$ cat src/rtl/condition_monitor.sv
// Two-stage checker for the `condition` block: S1 registers a qualified sample, S2 compares
// the normal coding styles, detects latch holds against the previous checked sample, and counts events.
module condition_monitor #(
  parameter int unsigned CNT_W  = 8,
  parameter int unsigned DATA_W = 2
) (
  input  logic              clk,
  input  logic              rst,
  input  logic              clear,
  input  logic              sample_valid,
  input  logic [DATA_W-1:0] sel,
  input  logic [DATA_W-1:0] normal_if,
  input  logic [DATA_W-1:0] normal_case,
  input  logic [DATA_W-1:0] normal_ternary,
  input  logic [DATA_W-1:0] latch_if,
  input  logic [DATA_W-1:0] latch_case,
  output logic              result_valid,
  output logic [DATA_W-1:0] result_sel,
  output logic              result_mismatch,
  output logic              result_hold,
  output logic [CNT_W-1:0]  sample_cnt,
  output logic [CNT_W-1:0]  mismatch_cnt,
  output logic [CNT_W-1:0]  hold_cnt,
  output logic [1:0]        state,
  output logic              err_sticky
);

  localparam logic [1:0] ST_IDLE  = 2'b00;
  localparam logic [1:0] ST_RUN   = 2'b01;
  localparam logic [1:0] ST_FAULT = 2'b10;

  // S1 sample registers
  logic              s1_valid;
  logic [DATA_W-1:0] s1_sel;
  logic [DATA_W-1:0] s1_nif;
  logic [DATA_W-1:0] s1_ncase;
  logic [DATA_W-1:0] s1_ntern;
  logic [DATA_W-1:0] s1_lif;
  logic [DATA_W-1:0] s1_lcase;

  // Previous checked sample, used by the hold check
  logic              prev_valid;
  logic [DATA_W-1:0] prev_sel;
  logic [DATA_W-1:0] prev_lif;
  logic [DATA_W-1:0] prev_lcase;

  logic       chk_mismatch;
  logic       chk_hold;
  logic [1:0] state_d;

  function automatic logic [CNT_W-1:0] sat_inc(input logic [CNT_W-1:0] v);
    return (&v) ? v : v + 1'b1;
  endfunction

  always_comb begin
    chk_mismatch = (s1_nif != s1_ncase) || (s1_nif != s1_ntern);
    chk_hold     = prev_valid && (s1_sel != prev_sel) &&
                   ((s1_lif == prev_lif) || (s1_lcase == prev_lcase));
  end

  always_comb begin
    state_d = state;
    case (state)
      ST_IDLE: state_d = chk_mismatch ? ST_FAULT : ST_RUN;
      ST_RUN:  if (chk_mismatch) state_d = ST_FAULT;
      ST_FAULT: state_d = ST_FAULT;
      default: state_d = ST_IDLE;
    endcase
  end

  // S1 valid bit; clear drops any sample presented alongside it.
  always_ff @(posedge clk or posedge rst) begin
    if (rst) begin
      s1_valid <= 1'b0;
    end else if (clear) begin
      s1_valid <= 1'b0;
    end else begin
      s1_valid <= sample_valid;
    end
  end

  always_ff @(posedge clk or posedge rst) begin
    if (rst) begin
      s1_sel   <= '0;
      s1_nif   <= '0;
      s1_ncase <= '0;
      s1_ntern <= '0;
      s1_lif   <= '0;
      s1_lcase <= '0;
    end else if (sample_valid && !clear) begin
      s1_sel   <= sel;
      s1_nif   <= normal_if;
      s1_ncase <= normal_case;
      s1_ntern <= normal_ternary;
      s1_lif   <= latch_if;
      s1_lcase <= latch_case;
    end
  end

  // S2: results, counters, previous-sample registers and state all move together.
  always_ff @(posedge clk or posedge rst) begin
    if (rst) begin
      result_valid    <= 1'b0;
      result_sel      <= '0;
      result_mismatch <= 1'b0;
      result_hold     <= 1'b0;
    end else if (clear) begin
      result_valid    <= 1'b0;
      result_sel      <= '0;
      result_mismatch <= 1'b0;
      result_hold     <= 1'b0;
    end else begin
      result_valid <= s1_valid;
      if (s1_valid) begin
        result_sel      <= s1_sel;
        result_mismatch <= chk_mismatch;
        result_hold     <= chk_hold;
      end
    end
  end

  always_ff @(posedge clk or posedge rst) begin
    if (rst) begin
      sample_cnt   <= '0;
      mismatch_cnt <= '0;
      hold_cnt     <= '0;
    end else if (clear) begin
      sample_cnt   <= '0;
      mismatch_cnt <= '0;
      hold_cnt     <= '0;
    end else if (s1_valid) begin
      sample_cnt <= sat_inc(sample_cnt);
      if (chk_mismatch) mismatch_cnt <= sat_inc(mismatch_cnt);
      if (chk_hold)     hold_cnt     <= sat_inc(hold_cnt);
    end
  end

  always_ff @(posedge clk or posedge rst) begin
    if (rst) begin
      prev_valid <= 1'b0;
      prev_sel   <= '0;
      prev_lif   <= '0;
      prev_lcase <= '0;
    end else if (clear) begin
      prev_valid <= 1'b0;
      prev_sel   <= '0;
      prev_lif   <= '0;
      prev_lcase <= '0;
    end else if (s1_valid) begin
      prev_valid <= 1'b1;
      prev_sel   <= s1_sel;
      prev_lif   <= s1_lif;
      prev_lcase <= s1_lcase;
    end
  end

  always_ff @(posedge clk or posedge rst) begin
    if (rst) begin
      state <= ST_IDLE;
    end else if (clear) begin
      state <= ST_IDLE;
    end else if (s1_valid) begin
      state <= state_d;
    end
  end

  assign err_sticky = (state == ST_FAULT);

endmodule
$ cat config.mk
export PLATFORM = sky130hd
export DESIGN_NAME = condition_monitor
export DESIGN_NICKNAME = d
export VERILOG_FILES = /design/src/rtl/condition_monitor.sv
export SDC_FILE = /design/constraint.sdc
export NUM_CORES = 1
export LEC_CHECK = 0
export CAP_MARGIN = 5
export CORE_MARGIN = 2
export CORE_UTILIZATION = 55
export CTS_CLUSTER_SIZE = 28
export DETAILED_ROUTE_END_ITERATION = 10
export GPL_TIMING_DRIVEN = 1
export PLACE_DENSITY_LB_ADDON = 0.08
export SLEW_MARGIN = 30
export SYNTH_ARGS = -nofsm -noshare
export SYNTH_HDL_FRONTEND = slang
export SYNTH_SLANG_ARGS = --single-unit
export TNS_END_PERCENT = 100
$ cat constraint.sdc
create_clock -name clk -period 4.3 [get_ports clk]
set_clock_uncertainty 0.15 [all_clocks]
set_input_delay 0.86 -clock clk [delete_from_list [all_inputs] [get_ports clk]]
set_output_delay 0.86 -clock clk [all_outputs]
set_load 0.01 [all_outputs]
==> flow_summary.json <==
{
  "syn_area_per_cell_um2": 10.9,
  "first_pass_iters": 4,
  "wl_um": 4580,
  "ir_drop_v": 0.000231,
  "rr_worst_depth": 4,
  "cts_made_buffers": 5,
  "rsz0062_at_grt": "false",
  "max_freq_mhz": 395,
  "seqPwrFrac_pct": 56.2,
  "core.rowCount": 24,
  "gp_congestion": 0.794,
  "grt_antenna_before_repair": 0,
  "status": "finished clean",
  "grt_overflow": 0,
  "multi_input_area_mm2": 0.00113,
  "final_common_cell": "dfrtp_1",
  "r2r-start": "s1_valid",
  "fin_nets": 294,
  "clk_latency_ns": 0.30,
  "wl_per_cell_um": 14.1,
  "cp_max_fo": 5,
  "grt_pass1_vias": 1801,
  "port_buffers": 47,
  "drt_iter0_markers": 100,
  "combPwrFrac_pct": 14.4,
  "io_pins": 48,
  "start_util_pct": 56.1,
  "drv_cap": 0,
  "p_total_uw": 917,
  "synthesis.area_mm2": 0.00241,
  "whs_path_depth": 2,
  "clk_pin_slew_ns": 0.09,
  "setup_violations": 0,
  "tns_ns": 0,
  "die-area_mm2": 0.00493,
  "die_h_um": 70.2,
  "max_slew.worst_pin.slew_ns": 0.862,
  "start_kind": "register",
  "ys_dominant_reg_cell": "dfrtp_1",
  "num_vias": 1791,
  "fillers": 346,
  "drive_gt1_share_pct": 11.8,
  "worstSetupEndpointType": "primary output",
  "cpMaxStageDelayCell": "clkdlybuf4s50_1",
  "viasPerCell": 5.53,
  "syn-instance-count": 222,
  "core_area_mm2": 0.00429,
  "yosysWarnings": 0,
  "route.detailed.drc": 0,
  "hold_buffers": 0,
  "cts_tree": "built",
  "cts.sinks": 49,
  "relSlewSlack_pct": 42.5,
  "drtAntennaViolNets": 0,
  "hp-class": "reg -> reg",
  "seq_area_mm2": 0.00123,
  "htreeDepth": 2,
  "required_ns": 3.29,
  "intPower_uw": 671,
  "synth_edf_count": 0,
  "critPathKind": "reg -> out",
  "synth_nets": 245,
  "slew_viol_final": 0,
  "syn2layout_area_growth_pct": 25.2,
  "period_share_pct": 58.8,
  "p_clk_share_pct": 29.3,
  "die_w_um": 70.2,
  "fin_crit_ns": 2.53,
  "synthArstFlopShare_pct": 100,
  "grt_use_total_pct": 20.1,
  "r2r_slack_ns": 2.09,
  "power_density_mw_per_mm2": 304,
  "grt_max_degree": 50,
  "whs_endpoint": "prev_valid",
  "hpwl_um": 3230,
  "sw_frac_of_total_pct": 26.8,
  "cts_buffer_depth": 2,
  "crit_start": "state[0]",
  "grt_pass1_wl_um": 7960,
  "synth_cell_type_count": 36,
  "timing.rr.end": "hold_cnt[3]",
  "post-cts-setup-buffer-count": 0,
  "insertedDiodeCount": 0,
  "hp-start": "prev_valid",
  "synth.ff_latch_count": 49,
  "layout_common_cells": "49 x dfrtp_1, 47 x clkdlybuf4s50_1, 35 x nor2_1",
  "post_cts_resized": 0,
  "worstPathArrival_ns": 1.52,
  "switchingPower_uw": 246,
  "cp_cell_sequence": "inv_1 > ha_1 > clkdlybuf4s50_1",
  "yosysSeqAreaShare_pct": 50.9,
  "cts-root-buf": "clkbuf_8",
  "max_stage_delay_ns": 0.53,
  "hold_viol": 0,
  "p_leak_nw": 1.29,
  "reg_top3": "hold_cnt x8, mismatch_cnt x8, sample_cnt x8"
}
==> synth_stat cells, types with 2 or more instances <==
cell type,number,area [um^2]
nor2_1,35,131
nand3_1,11,55.1
a31oi_1,2,12.5
xnor2_1,9,78.8
or3_1,2,12.5
nor3_1,4,20.0
nor2b_1,2,12.5
and4_1,2,17.5
nor4_1,3,18.8
buf_2,3,15.0
nand2_1,9,33.8
and3_1,5,31.3
ha_1,7,87.6
dfrtp_1,49,1230
clkbuf_1,3,11.3
xor2_1,12,105
mux2_2,12,135
nand2b_1,2,12.5
o21ai_2,3,26.3
inv_1,6,22.5
mux2i_1,9,90.1
a21oi_1,10,50.1
o21ai_0,2,10.0
nand4_1,8,50.1
==> per-stage QoR <==
stage | utilization [%] | hold slack, ns | area [um^2] | cells | setup WS, ns
4_1_cts | 70.3 | 0.391 | 3020 | 324 | 1.76
2_1_floorplan | - | 0.336 | 2410 | 222 | 2.12
6_report | 70.3 | 0.391 | 3020 | 324 | 1.77
3_5_place_dp | 68.2 | 0.372 | 2930 | 316 | 1.51
5_1_grt | 70.3 | 0.419 | 3020 | 324 | 1.72
3_3_place_gp | 68.2 | 0.362 | 2930 | 316 | 1.54
==> power by group through the flow <==
stage / Clock, mW / Combinational, mW / Sequential, mW
4_1_cts: 0.273 / 0.135 / 0.516
2_1_floorplan: 0 / 0.0914 / 0.518
5_1_grt: 0.289 / 0.148 / 0.520
3_3_place_gp: 0 / 0.130 / 0.523
6_report: 0.269 / 0.132 / 0.515
3_5_place_dp: 0 / 0.134 / 0.525
==> layout make-up <==
cell class                      count  area share, %
Sequential cell                    49           40.6
Multi-Input combinational cell    160           37.4
Timing Repair Buffer               49           16.1
Clock buffer                        6           2.41
Tap cell                           52           2.16
Inverter                            6          0.830
Clock inverter                      2          0.498
==> routing by layer <==
layer | global-route usage (%) | up-vias | wire length (um)
met5 | 0 | - | 0
met4 | 4.91 | 0 | 49
met3 | 4.47 | 6 | 139
met2 | 35.6 | 37 | 2310
met1 | 25.0 | 884 | 2080
li1 | - | 864 | -
==> worst max path at each step <==
stage / slack, ns / end / cells after the start
finish: 1.77 / err_sticky / 3
global route: 1.72 / err_sticky / 3
CTS: 1.76 / err_sticky / 3
detailed placement: 1.51 / hold_cnt[5] / 5
global placement: 1.54 / hold_cnt[5] / 5
floorplan: 2.12 / hold_cnt[0] / 1
==> critical path: cells and delay by family, from the launching register on <==
family	cells	cell delay [ns]
adder cells (fa/ha/maj)	1	0.14
flip-flops	1	0.44
buffers and inverters	2	0.64
==> logic make-up (layout without fill, tap and decap cells) <==
| kind of cell | after synthesis | count (layout) | share of synthesized area, % |
|---|---|---|---|
| multiplexers | 22 | 22 | 9.97 |
| AND/OR/NAND/NOR | 88 | 88 | 18.5 |
| AO/OA/AOI/OAI | 22 | 22 | 7.01 |
| flip-flops | 49 | 49 | 50.9 |
| buffers and inverters | 13 | 63 | 2.34 |
| adder cells (fa/ha/maj) | 7 | 7 | 3.63 |
| XOR/XNOR | 21 | 21 | 7.63 |
Power figures use the tool's default switching activity.
